--- src/rtl/rst_seq_pkg.sv ---
`default_nettype none
// ============================================================================
// Module      : rst_seq_pkg
// Description : Shared state encodings, counter width helpers and parameter
//               range limits for the reset sequencer and its synchroniser.
// Revision    : 1.0 - initial release
// ============================================================================
package rst_seq_pkg;

    // Parameter range limits checked at elaboration
    localparam int C_NCH_MIN     = 1;
    localparam int C_NCH_MAX     = 16;
    localparam int C_SYNC_MIN    = 2;
    localparam int C_SYNC_MAX    = 4;
    localparam int C_STRETCH_MIN = 1;
    localparam int C_STRETCH_MAX = 65535;
    localparam int C_GAP_MIN     = 1;
    localparam int C_GAP_MAX     = 255;

    // Sequencer states
    typedef logic [2:0] state_t;
    localparam state_t ST_RESET   = 3'd0;
    localparam state_t ST_SYNC    = 3'd1;
    localparam state_t ST_STRETCH = 3'd2;
    localparam state_t ST_RELEASE = 3'd3;
    localparam state_t ST_RUN     = 3'd4;

    // Bits needed for a counter running 0 .. terminal-1 (never below 1)
    function automatic int cnt_width(input int terminal);
        return (terminal <= 1) ? 1 : $clog2(terminal);
    endfunction

    // Bits needed to index n channels
    function automatic int idx_width(input int n);
        return cnt_width(n);
    endfunction

endpackage : rst_seq_pkg
`default_nettype wire

--- src/rtl/reset_sync.sv ---
`default_nettype none
// ============================================================================
// Module      : reset_sync
// Description : Asynchronous-assert, synchronous-release reset chain. The
//               chain clears immediately on arst_n low and shifts in ones
//               after release. rel_early_n is the stage feeding the output,
//               i.e. it announces release one cycle ahead of rel_n.
// Revision    : 1.0 - initial release
// ============================================================================
module reset_sync
    import rst_seq_pkg::*;
#(
    parameter int SYNC_STAGES = 2
) (
    input  logic clk,
    input  logic arst_n,
    output logic rel_n,
    output logic rel_early_n
);

    if (SYNC_STAGES < C_SYNC_MIN || SYNC_STAGES > C_SYNC_MAX) begin : g_param_check
        $error("reset_sync: SYNC_STAGES out of range");
    end

    logic [SYNC_STAGES-1:0] r_chain;

    // Shift ones into the chain once the asynchronous reset is released
    always_ff @(posedge clk or negedge arst_n) begin
        if (!arst_n) begin
            r_chain <= '0;
        end else begin
            r_chain <= {r_chain[SYNC_STAGES-2:0], 1'b1};
        end
    end

    assign rel_n       = r_chain[SYNC_STAGES-1];
    assign rel_early_n = r_chain[SYNC_STAGES-2];

endmodule : reset_sync
`default_nettype wire

--- src/rtl/reset_sequencer.sv ---
`default_nettype none
// ============================================================================
// Module      : reset_sequencer
// Description : Combines external reset and power-on request, synchronises
//               the release, stretches reset, then releases NCH domains in
//               order GAP cycles apart. A synchronous software request
//               restarts the stretch phase without re-synchronising.
// Revision    : 1.0 - initial release
// ============================================================================
module reset_sequencer
    import rst_seq_pkg::*;
#(
    parameter int NCH         = 3,
    parameter int SYNC_STAGES = 2,
    parameter int STRETCH     = 16,
    parameter int GAP         = 4
) (
    input  logic           clk,
    input  logic           rstn,
    input  logic           por,
    input  logic           sw_rst_req,
    output logic [NCH-1:0] rst,
    output logic           ready,
    output logic           busy
);

    if (NCH < C_NCH_MIN || NCH > C_NCH_MAX ||
        STRETCH < C_STRETCH_MIN || STRETCH > C_STRETCH_MAX ||
        GAP < C_GAP_MIN || GAP > C_GAP_MAX) begin : g_param_check
        $error("reset_sequencer: parameter out of range");
    end

    localparam int CNT_W = cnt_width(STRETCH);
    localparam int GAP_W = cnt_width(GAP);
    localparam int CH_W  = idx_width(NCH);

    localparam logic [CNT_W-1:0] C_CNT_LAST = CNT_W'(STRETCH - 1);
    localparam logic [GAP_W-1:0] C_GAP_LAST = GAP_W'(GAP - 1);
    localparam logic [CH_W-1:0]  C_CH_LAST  = CH_W'(NCH - 1);
    localparam logic [NCH-1:0]   C_CH_ONE   = NCH'(1);

    state_t           r_state;
    logic [CNT_W-1:0] r_cnt;
    logic [GAP_W-1:0] r_gcnt;
    logic [CH_W-1:0]  r_ch;
    logic [NCH-1:0]   r_rst;
    logic             r_ready;
    logic             r_busy;

    logic             w_arst_n;
    logic             w_rel;
    logic             w_rel_early;
    logic [CH_W-1:0]  w_ch_next;
    logic             w_sw_restart;

    // Either source asserts reset; assertion reaches every flop asynchronously
    assign w_arst_n = rstn & ~por;

    reset_sync #(
        .SYNC_STAGES (SYNC_STAGES)
    ) u_reset_sync (
        .clk         (clk),
        .arst_n      (w_arst_n),
        .rel_n       (w_rel),
        .rel_early_n (w_rel_early)
    );

    assign w_ch_next    = r_ch + 1'b1;
    // Software request only acts once the synchroniser has been passed
    assign w_sw_restart = sw_rst_req &&
                          (r_state == ST_STRETCH || r_state == ST_RELEASE ||
                           r_state == ST_RUN);

    // Sequencer: sync wait, stretch count, ordered channel release, run
    always_ff @(posedge clk or negedge w_arst_n) begin
        if (!w_arst_n) begin
            r_state <= ST_RESET;
            r_cnt   <= '0;
            r_gcnt  <= '0;
            r_ch    <= '0;
            r_rst   <= '1;
            r_ready <= 1'b0;
            r_busy  <= 1'b0;
        end else if (w_sw_restart) begin
            r_state <= ST_STRETCH;
            r_cnt   <= '0;
            r_rst   <= '1;
            r_ready <= 1'b0;
            r_busy  <= 1'b1;
        end else begin
            case (r_state)
                ST_RESET: begin
                    r_state <= ST_SYNC;
                    r_busy  <= 1'b1;
                end
                ST_SYNC: begin
                    // The early tap lets the stretch count start on the edge
                    // the chain output itself goes high
                    if (w_rel_early || w_rel) begin
                        r_state <= ST_STRETCH;
                        r_cnt   <= '0;
                    end
                end
                ST_STRETCH: begin
                    if (r_cnt == C_CNT_LAST) begin
                        r_rst[0] <= 1'b0;
                        r_gcnt   <= '0;
                        r_ch     <= '0;
                        if (NCH == 1) begin
                            r_state <= ST_RUN;
                            r_ready <= 1'b1;
                            r_busy  <= 1'b0;
                        end else begin
                            r_state <= ST_RELEASE;
                        end
                    end else begin
                        r_cnt <= r_cnt + 1'b1;
                    end
                end
                ST_RELEASE: begin
                    if (r_gcnt == C_GAP_LAST) begin
                        r_rst  <= r_rst & ~(C_CH_ONE << w_ch_next);
                        r_ch   <= w_ch_next;
                        r_gcnt <= '0;
                        if (w_ch_next == C_CH_LAST) begin
                            r_state <= ST_RUN;
                            r_ready <= 1'b1;
                            r_busy  <= 1'b0;
                        end
                    end else begin
                        r_gcnt <= r_gcnt + 1'b1;
                    end
                end
                ST_RUN: begin
                    r_state <= ST_RUN;
                end
                default: begin
                    r_state <= ST_RESET;
                    r_rst   <= '1;
                    r_ready <= 1'b0;
                    r_busy  <= 1'b0;
                end
            endcase
        end
    end

    assign rst   = r_rst;
    assign ready = r_ready;
    assign busy  = r_busy;

endmodule : reset_sequencer
`default_nettype wire

--- config.mk ---
export PLATFORM = sky130hd
export DESIGN_NAME = reset_sequencer
export DESIGN_NICKNAME = d
export VERILOG_FILES = /design/src/rtl/rst_seq_pkg.sv /design/src/rtl/reset_sync.sv /design/src/rtl/reset_sequencer.sv
export SDC_FILE = /design/constraint.sdc
export NUM_CORES = 1
export LEC_CHECK = 0
export ABC_AREA = 1
export CAP_MARGIN = 20
export CORE_MARGIN = 2
export CORE_UTILIZATION = 26
export CTS_CLUSTER_SIZE = 25
export DETAILED_ROUTE_END_ITERATION = 8
export DONT_BUFFER_PORTS = 1
export PLACE_DENSITY = 0.38
export SYNTH_ARGS = -nofsm -noshare
export SYNTH_HDL_FRONTEND = slang
export SYNTH_HIERARCHICAL = 1
export SYNTH_SLANG_ARGS = --single-unit
--- constraint.sdc ---
create_clock -name clk -period 1.16 [get_ports clk]
set_input_delay 0.232 -clock clk [delete_from_list [all_inputs] [get_ports clk]]
set_output_delay 0.232 -clock clk [all_outputs]
set_load 0.05 [all_outputs]
==> results of run 1 <==
[final cells by class]
| class | instances | area, um^2 |
|---|---|---|
| Multi-Input combinational cell | 110 | 705.7 |
| Fill cell | 468 | 2709 |
| Sequential cell | 18 | 457.9 |
| Clock buffer | 4 | 55.05 |
| Tap cell | 52 | 65.06 |
| Inverter | 22 | 85.08 |
| Timing Repair Buffer | 35 | 306.5 |
[per-layer routing]
layer | vias up | share of wire, %
li1 | 554 | -
met1 | 501 | 50
met2 | 9 | 47
met3 | 4 | 2.5
met4 | 0 | 0.96
met5 | - | 0
[registers in the layout (all words and copies together), names as in the netlist]
| name | cells |
|---|---|
| r_cnt | 4 |
| r_state | 3 |
| rst | 3 |
| r_ch | 2 |
| r_gcnt | 2 |
| u_reset_sync/r_chain | 2 |
| busy | 1 |
| ready | 1 |
[cells by family after synthesis]
group	share of synthesized area [%]
buf+inv	8.709
flops	38.09
compound gates	7.766
simple gates	39.87
fa+ha+maj	5.247
other cells	0.3145
[where the power goes]
group	switching, mW	total (mW)	internal, mW
logic	1.44	2.63	1.20
clock network	0.244	0.546	0.302
registers	0.351	1.25	0.901
total	2.03	4.43	2.40
[cell usage in the layout (no fill, tap or decap), drive strengths merged, types with 2 or more instances in the layout]
cell	synthesis	layout
a21oi	3	3
buf	2	33
clkbuf	0	4
dfrtp	15	15
dfstp	3	3
dlygate4sd3	0	2
ha	5	5
inv	22	22
nand2	50	50
nand3	16	16
nand4	3	3
nor2	18	18
o21ai	6	6
[critical path, cell delays in order, from the launching register on]
cell     delay [ps]
dfrtp_2         470
buf_6           150
nor2_4          200
nand3_2         120
nand2_2         120
inv_2            40
nand3_2          70
nand2_2          50
[path summary, 6_finish.rpt]
kind | start | end | slack (ps) | cells past startpoint
max | r_state[2]$_DFFE_PN0P_ | r_state[0]$_DFFE_PN0P_ | -150 | 7
min in group asynchronous | por | u_reset_sync/r_chain[1]$_DFF_PN0_ | 500 | 3
min | sw_rst_req | busy$_DFFE_PN0P_ | 110 | 2
max reg2reg | r_state[2]$_DFFE_PN0P_ | r_state[0]$_DFFE_PN0P_ | -150 | 7
min reg2reg | u_reset_sync/r_chain[0]$_DFF_PN0_ | u_reset_sync/r_chain[1]$_DFF_PN0_ | 390 | 0
max in group asynchronous | rstn | rst[1]$_DFFE_PN1P_ | 390 | 4
[metrics by stage]
stage                     hold slack (ps)  power [mW]
after floorplan                     353.7       2.700
after detailed placement            242.2       3.487
after global routing                112.0       4.798
final                               108.6       4.431
after global placement              235.3       3.477
after CTS                           102.6       4.355
[repair_timing]
| action | 4_1_cts | 5_1_grt |
|---|---|---|
| cloned | 0 | 0 |
| hold buffers | 2 | 0 |
| gates resized for setup | 23 | 4 |
| endpoints found under the setup margin | 19 | 20 |
| endpoints found under the hold margin | 15 | 0 |
| pin swaps | 17 | 4 |
| buffers inserted | 5 | 1 |
==> impl_metrics.env, run 1 <==
export IMPL_status="finished, violations left"
export IMPL_violations="negative setup slack"
export IMPL_syn_nets=161
export IMPL_place_hpwl_um=2067
export IMPL_gr_usage_met3_pct=2.532
export IMPL_drt_wl_total_um=3028
export IMPL_yosysTopAreaCellShare_pct=31.48
export IMPL_yosysMostFrequentCell="nand2_1"
export IMPL_async_flop_share_pct=100.0
export IMPL_dpl_instance_area_um2=1461
export IMPL_synth_area_leaders="dfrtp_1 31%, nand2_1 13%, dfstp_2 6.6%, inv_1 5.7%, ha_1 5.2%"
export IMPL_dp_cells=229
export IMPL_fp_dieW_um=71.72
export IMPL_grt_max_degree=19
export IMPL_met1_usage_pct=18.33
export IMPL_nNetsFinal=199
export IMPL_path_class="register to register"
export IMPL_worstPathRequired_ps=1310
export IMPL_p_leak_nw=0.8441
export IMPL_die_height_um=71.72
export IMPL_fin_skew_ps=3.283
export IMPL_ant_nets=0
export IMPL_finalSetupViolations=19
export IMPL_netlist_area_um2=1192
export IMPL_cp_data_arrival_time_ps=1470
export IMPL_drive_gt1_share_pct=44.97
export IMPL_wire_per_inst_um=12.56
export IMPL_antenna_found_initial=0
export IMPL_synth_edf_count=0
export IMPL_synthCells=152
export IMPL_end_kind="register"
export IMPL_fmax_mhz=761.4
export IMPL_std_cell_rows=24
export IMPL_period_minus_slack_ps=1313
export IMPL_hold_path_class="input pin to register"
export IMPL_dr_pass1_iters=4
export IMPL_ir_drop_uv=1030
export IMPL_n_antenna_cell=0
export IMPL_max_cap_viol_count=0
export IMPL_use_met2_pct=19.65
export IMPL_core_um2=4384
export IMPL_cts_root_buf="clkbuf_8"
export IMPL_drc_errors=0
export IMPL_setup_slack_ps=-153.3
export IMPL_grt_pass1_vias=1054
export IMPL_worst_path_max_fanout=6
export IMPL_slew_viol_final=0
export IMPL_yosysWarnings=6
export IMPL_cts_tree="done"
export IMPL_start_kind="register"
export IMPL_drtIter0Drc=70
export IMPL_grt_usage_pct=12.93
export IMPL_rsz0062_at_grt="yes"
export IMPL_syn2layout_area_growth_pct=40.50
export IMPL_synth_flop_cell="dfrtp_1"
export IMPL_p_per_area_nw_per_um2=2645
export IMPL_finalCritPeriodShare_pct=113.2
export IMPL_busiest_layer="met2"
export IMPL_yosysTopAreaCell="dfrtp_1"
export IMPL_finalSetupTns_ps=-1788
export IMPL_clk_latency_ps=260
export IMPL_syn_mean_instance_area_um2=7.845
export IMPL_pin_count=9
export IMPL_place_ws_ps=-215.5
export IMPL_hold_viol=0
export IMPL_synth_ff_latch_count=18
export IMPL_design_area_um2=1675
export IMPL_floorplan_initialDensity_pct=27.20
export IMPL_grt_remaining_overflow=0
export IMPL_cts_made_buffers=3
export IMPL_final_core_util_pct=38.21
export IMPL_yosysSeqAreaShare_pct=38.09
export IMPL_num_vias=1068
export IMPL_layout_cells_non_filler=241
export IMPL_synthTopCellsByCount="40 x nand2_1, 18 x inv_1, 15 x dfrtp_1"
export IMPL_via_per_inst=4.432
export IMPL_port_buffers=0
export IMPL_clkSlewWorstSetupHoldPaths_ps=80
export IMPL_grt_pass1_wl_um=5154
export IMPL_cts_buffer_depth=2
export IMPL_finalWeightedCongestion=0.7902
export IMPL_cts_sinks=18
export IMPL_htreeDepth=1
export IMPL_die_area_um2=5144
export IMPL_synth_cell_types=31
Note: power is estimated with default switching activity, not from simulation.
==> run 2: changes to the inputs <==
CORE_MARGIN = 1   (was 2)
==> run 2 against run 1 <==
- sequential share of layout area shrank 1.2 points
- count of clock-buffer cells in the layout unchanged
- worst setup slack better by 5.1 ps
- die area is 5.5% lower
- fmax is 0.39% higher
- the run still ends with negative setup slack left
- critical endpoint unchanged
- first-iteration DRC count decreased by 36%
- power up 5.6%
- largest power group unchanged
==> impl_metrics.env, run 2 (same netlist as run 1, synthesis figures left out) <==
export IMPL_dp_cells=229
export IMPL_finalWeightedCongestion=0.7978
export IMPL_p_leak_nw=0.8735
export IMPL_drt_wl_total_um=2981
export IMPL_cts_buffer_depth=2
export IMPL_grt_pass1_wl_um=5009
export IMPL_rr_worst_depth=6
export IMPL_via_per_inst=4.494
export IMPL_crit_path_top_delay_cell="dfrtp_1"
export IMPL_n_fill_cell=449
export IMPL_final_common_cell="nand2_1"
export IMPL_hold_path_depth=2
export IMPL_nNetsFinal=203
export IMPL_cp_cell_sequence="ha_4, nand3_4, nand4_1, nand2_4, o21bai_1, nand2_2"
export IMPL_power_mw=4.677
export IMPL_cts_made_buffers=3
export IMPL_grt_pass1_vias=1068
export IMPL_gr_usage_met3_pct=3.634
export IMPL_power_frac_comb_pct=61.5
export IMPL_die_height_um=69.72
export IMPL_end_kind="register"
export IMPL_cts_root_buf="clkbuf_8"
export IMPL_floorplan_initialDensity_pct=27.20
export IMPL_grt_max_degree=19
export IMPL_p_int_mw=2.554
export IMPL_p_clk_share_pct=11.5
export IMPL_seqCellArea_um2=459.2
export IMPL_reg2reg_to="r_state[0]$_DFFE_PN0P_"
export IMPL_setup_slack_ps=-148.2
export IMPL_num_vias=1101
export IMPL_reg2reg_from="r_cnt[0]$_DFFE_PN0P_"
export IMPL_met1_usage_pct=17.84
export IMPL_grt_usage_pct=13.13
export IMPL_antenna_found_initial=0
export IMPL_drtIter0Drc=45
export IMPL_p_per_area_nw_per_um2=2661
export IMPL_port_buffers=0
export IMPL_rrSetupSlack_ps=-150
export IMPL_pin_count=9
export IMPL_hold_path_class="input pin to register"
export IMPL_violations="negative setup slack"
export IMPL_cts_tree="done"
export IMPL_finalSetupViolations=19
export IMPL_fp_dieW_um=69.72
export IMPL_worstPathRequired_ps=1310
export IMPL_switchingPower_mw=2.123
export IMPL_use_met2_pct=19.63
export IMPL_fmax_mhz=764.4
export IMPL_clkSlewWorstSetupHoldPaths_ps=70
export IMPL_status="finished, violations left"
export IMPL_busiest_layer="met2"
export IMPL_min_to="busy$_DFFE_PN0P_"
export IMPL_path_class="register to register"
export IMPL_n_antenna_cell=0
export IMPL_largest_reg_flops=4
export IMPL_finalSetupTns_ps=-1801
export IMPL_switching_share_pct=45.40
export IMPL_fin_skew_ps=3.384
export IMPL_ant_nets=0
export IMPL_largest_register="r_cnt"
export IMPL_start_kind="register"
export IMPL_slew_viol_final=0
export IMPL_multiInputGateArea_um2=745.7
export IMPL_core_um2=4384
export IMPL_syn2layout_area_growth_pct=47.43
export IMPL_finalCritPeriodShare_pct=112.8
export IMPL_layout_cells_non_filler=245
export IMPL_max_stage_delay_ps=410
export IMPL_cp_data_arrival_time_ps=1460
export IMPL_fin_hold_ws_ps=108.1
export IMPL_std_cell_rows=24
export IMPL_dr_pass1_iters=4
export IMPL_min_from="sw_rst_req"
export IMPL_place_hpwl_um=2032
export IMPL_drc_errors=0
export IMPL_layout_common_cells="33 x nand2_1, 28 x buf_4, 14 x inv_1"
export IMPL_clk_latency_ps=260
export IMPL_pwr_share_seq_pct=27.0
export IMPL_cts_sinks=18
export IMPL_die_area_um2=4861
export IMPL_drive_gt1_share_pct=50.78
export IMPL_worst_path_max_fanout=4
export IMPL_grt_remaining_overflow=0
export IMPL_htreeDepth=1
export IMPL_hold_viol=0
export IMPL_ir_drop_uv=1204
export IMPL_wire_per_inst_um=12.17
export IMPL_period_minus_slack_ps=1308
export IMPL_rsz0062_at_grt="yes"
export IMPL_max_cap_viol_count=0
-- run 2: cell types whose count changed in the layout (fill, tap and decap cells not counted) --
| cell | delta |
|---|---|
| buf_4 | +1 |
| buf_6 | +3 |
| dfrtp_1 | -1 |
| dfrtp_2 | +1 |
| nand2_1 | -5 |
| nand2_2 | +2 |
| nand2_4 | +3 |
| nor2_1 | -3 |
| nor2_2 | +2 |
| nor2_4 | +1 |
-- run 2: repair_timing --
action	CTS	global route
hold buffers	2	0
setup endpoints to repair	19	20
gates resized for setup	22	21
pin swaps	16	7
buffers inserted	9	1
endpoints found under the hold margin	15	0
-- run 2: power by group through the flow --
stage | Sequential, mW | Clock, mW | Combinational (mW)
after floorplan | 1.36 | 0 | 1.34
after global placement | 1.22 | 0 | 2.26
after detailed placement | 1.23 | 0 | 2.27
after CTS | 1.25 | 0.566 | 2.64
after global routing | 1.30 | 0.592 | 3.17
final | 1.26 | 0.538 | 2.88
-- run 2: worst max-delay path, delay by kind of cell (launching register included) --
| family | cells | cell delay [ps] |
|---|---|---|
| compound gates | 1 | 150 |
| simple gates | 4 | 450 |
| fa+ha+maj | 1 | 170 |
| flops | 1 | 410 |
-- run 2: metal layers --
layer  routed length [um]  part of all wire [%]
met1                 1425                    48
met2                 1382                    46
met3                  118                   4.0
met4                   54                   1.8
met5                    0                     0
-- run 2: cell type report --
type / instances / area share [%]
clock buffers: 4 / 3.132
inverters: 22 / 4.840
multi-input cells: 110 / 42.42
flip-flops and latches: 18 / 26.12
well taps: 52 / 3.701
repair buffers: 39 / 19.79
-- run 2: how the worst max path moves through the flow --
stage / slack [ps] / end / from / depth (start not counted)
after floorplan: -80 / r_ch[0]$_DFFE_PN0P_ / r_cnt[0]$_DFFE_PN0P_ / 6
after global placement: -230 / r_state[0]$_DFFE_PN0P_ / r_state[1]$_DFFE_PN0P_ / 7
after detailed placement: -260 / r_state[0]$_DFFE_PN0P_ / r_state[1]$_DFFE_PN0P_ / 7
after CTS: -140 / r_gcnt[0]$_DFFE_PN0P_ / r_state[2]$_DFFE_PN0P_ / 6
after global routing: -240 / r_state[0]$_DFFE_PN0P_ / r_state[2]$_DFFE_PN0P_ / 7
final: -150 / r_state[0]$_DFFE_PN0P_ / r_cnt[0]$_DFFE_PN0P_ / 6
-- run 2: metrics by stage --
step / worst slack, ps / instance area [um^2] / utilization (%)
detailed placement: -255.2 / 1461 / 33.33
floorplan: -82.11 / 1200 / -
CTS: -137.0 / 1684 / 38.41
global placement: -230.7 / 1461 / 33.33
finish: -148.2 / 1758 / 40.10
global route: -241.0 / 1758 / 40.10
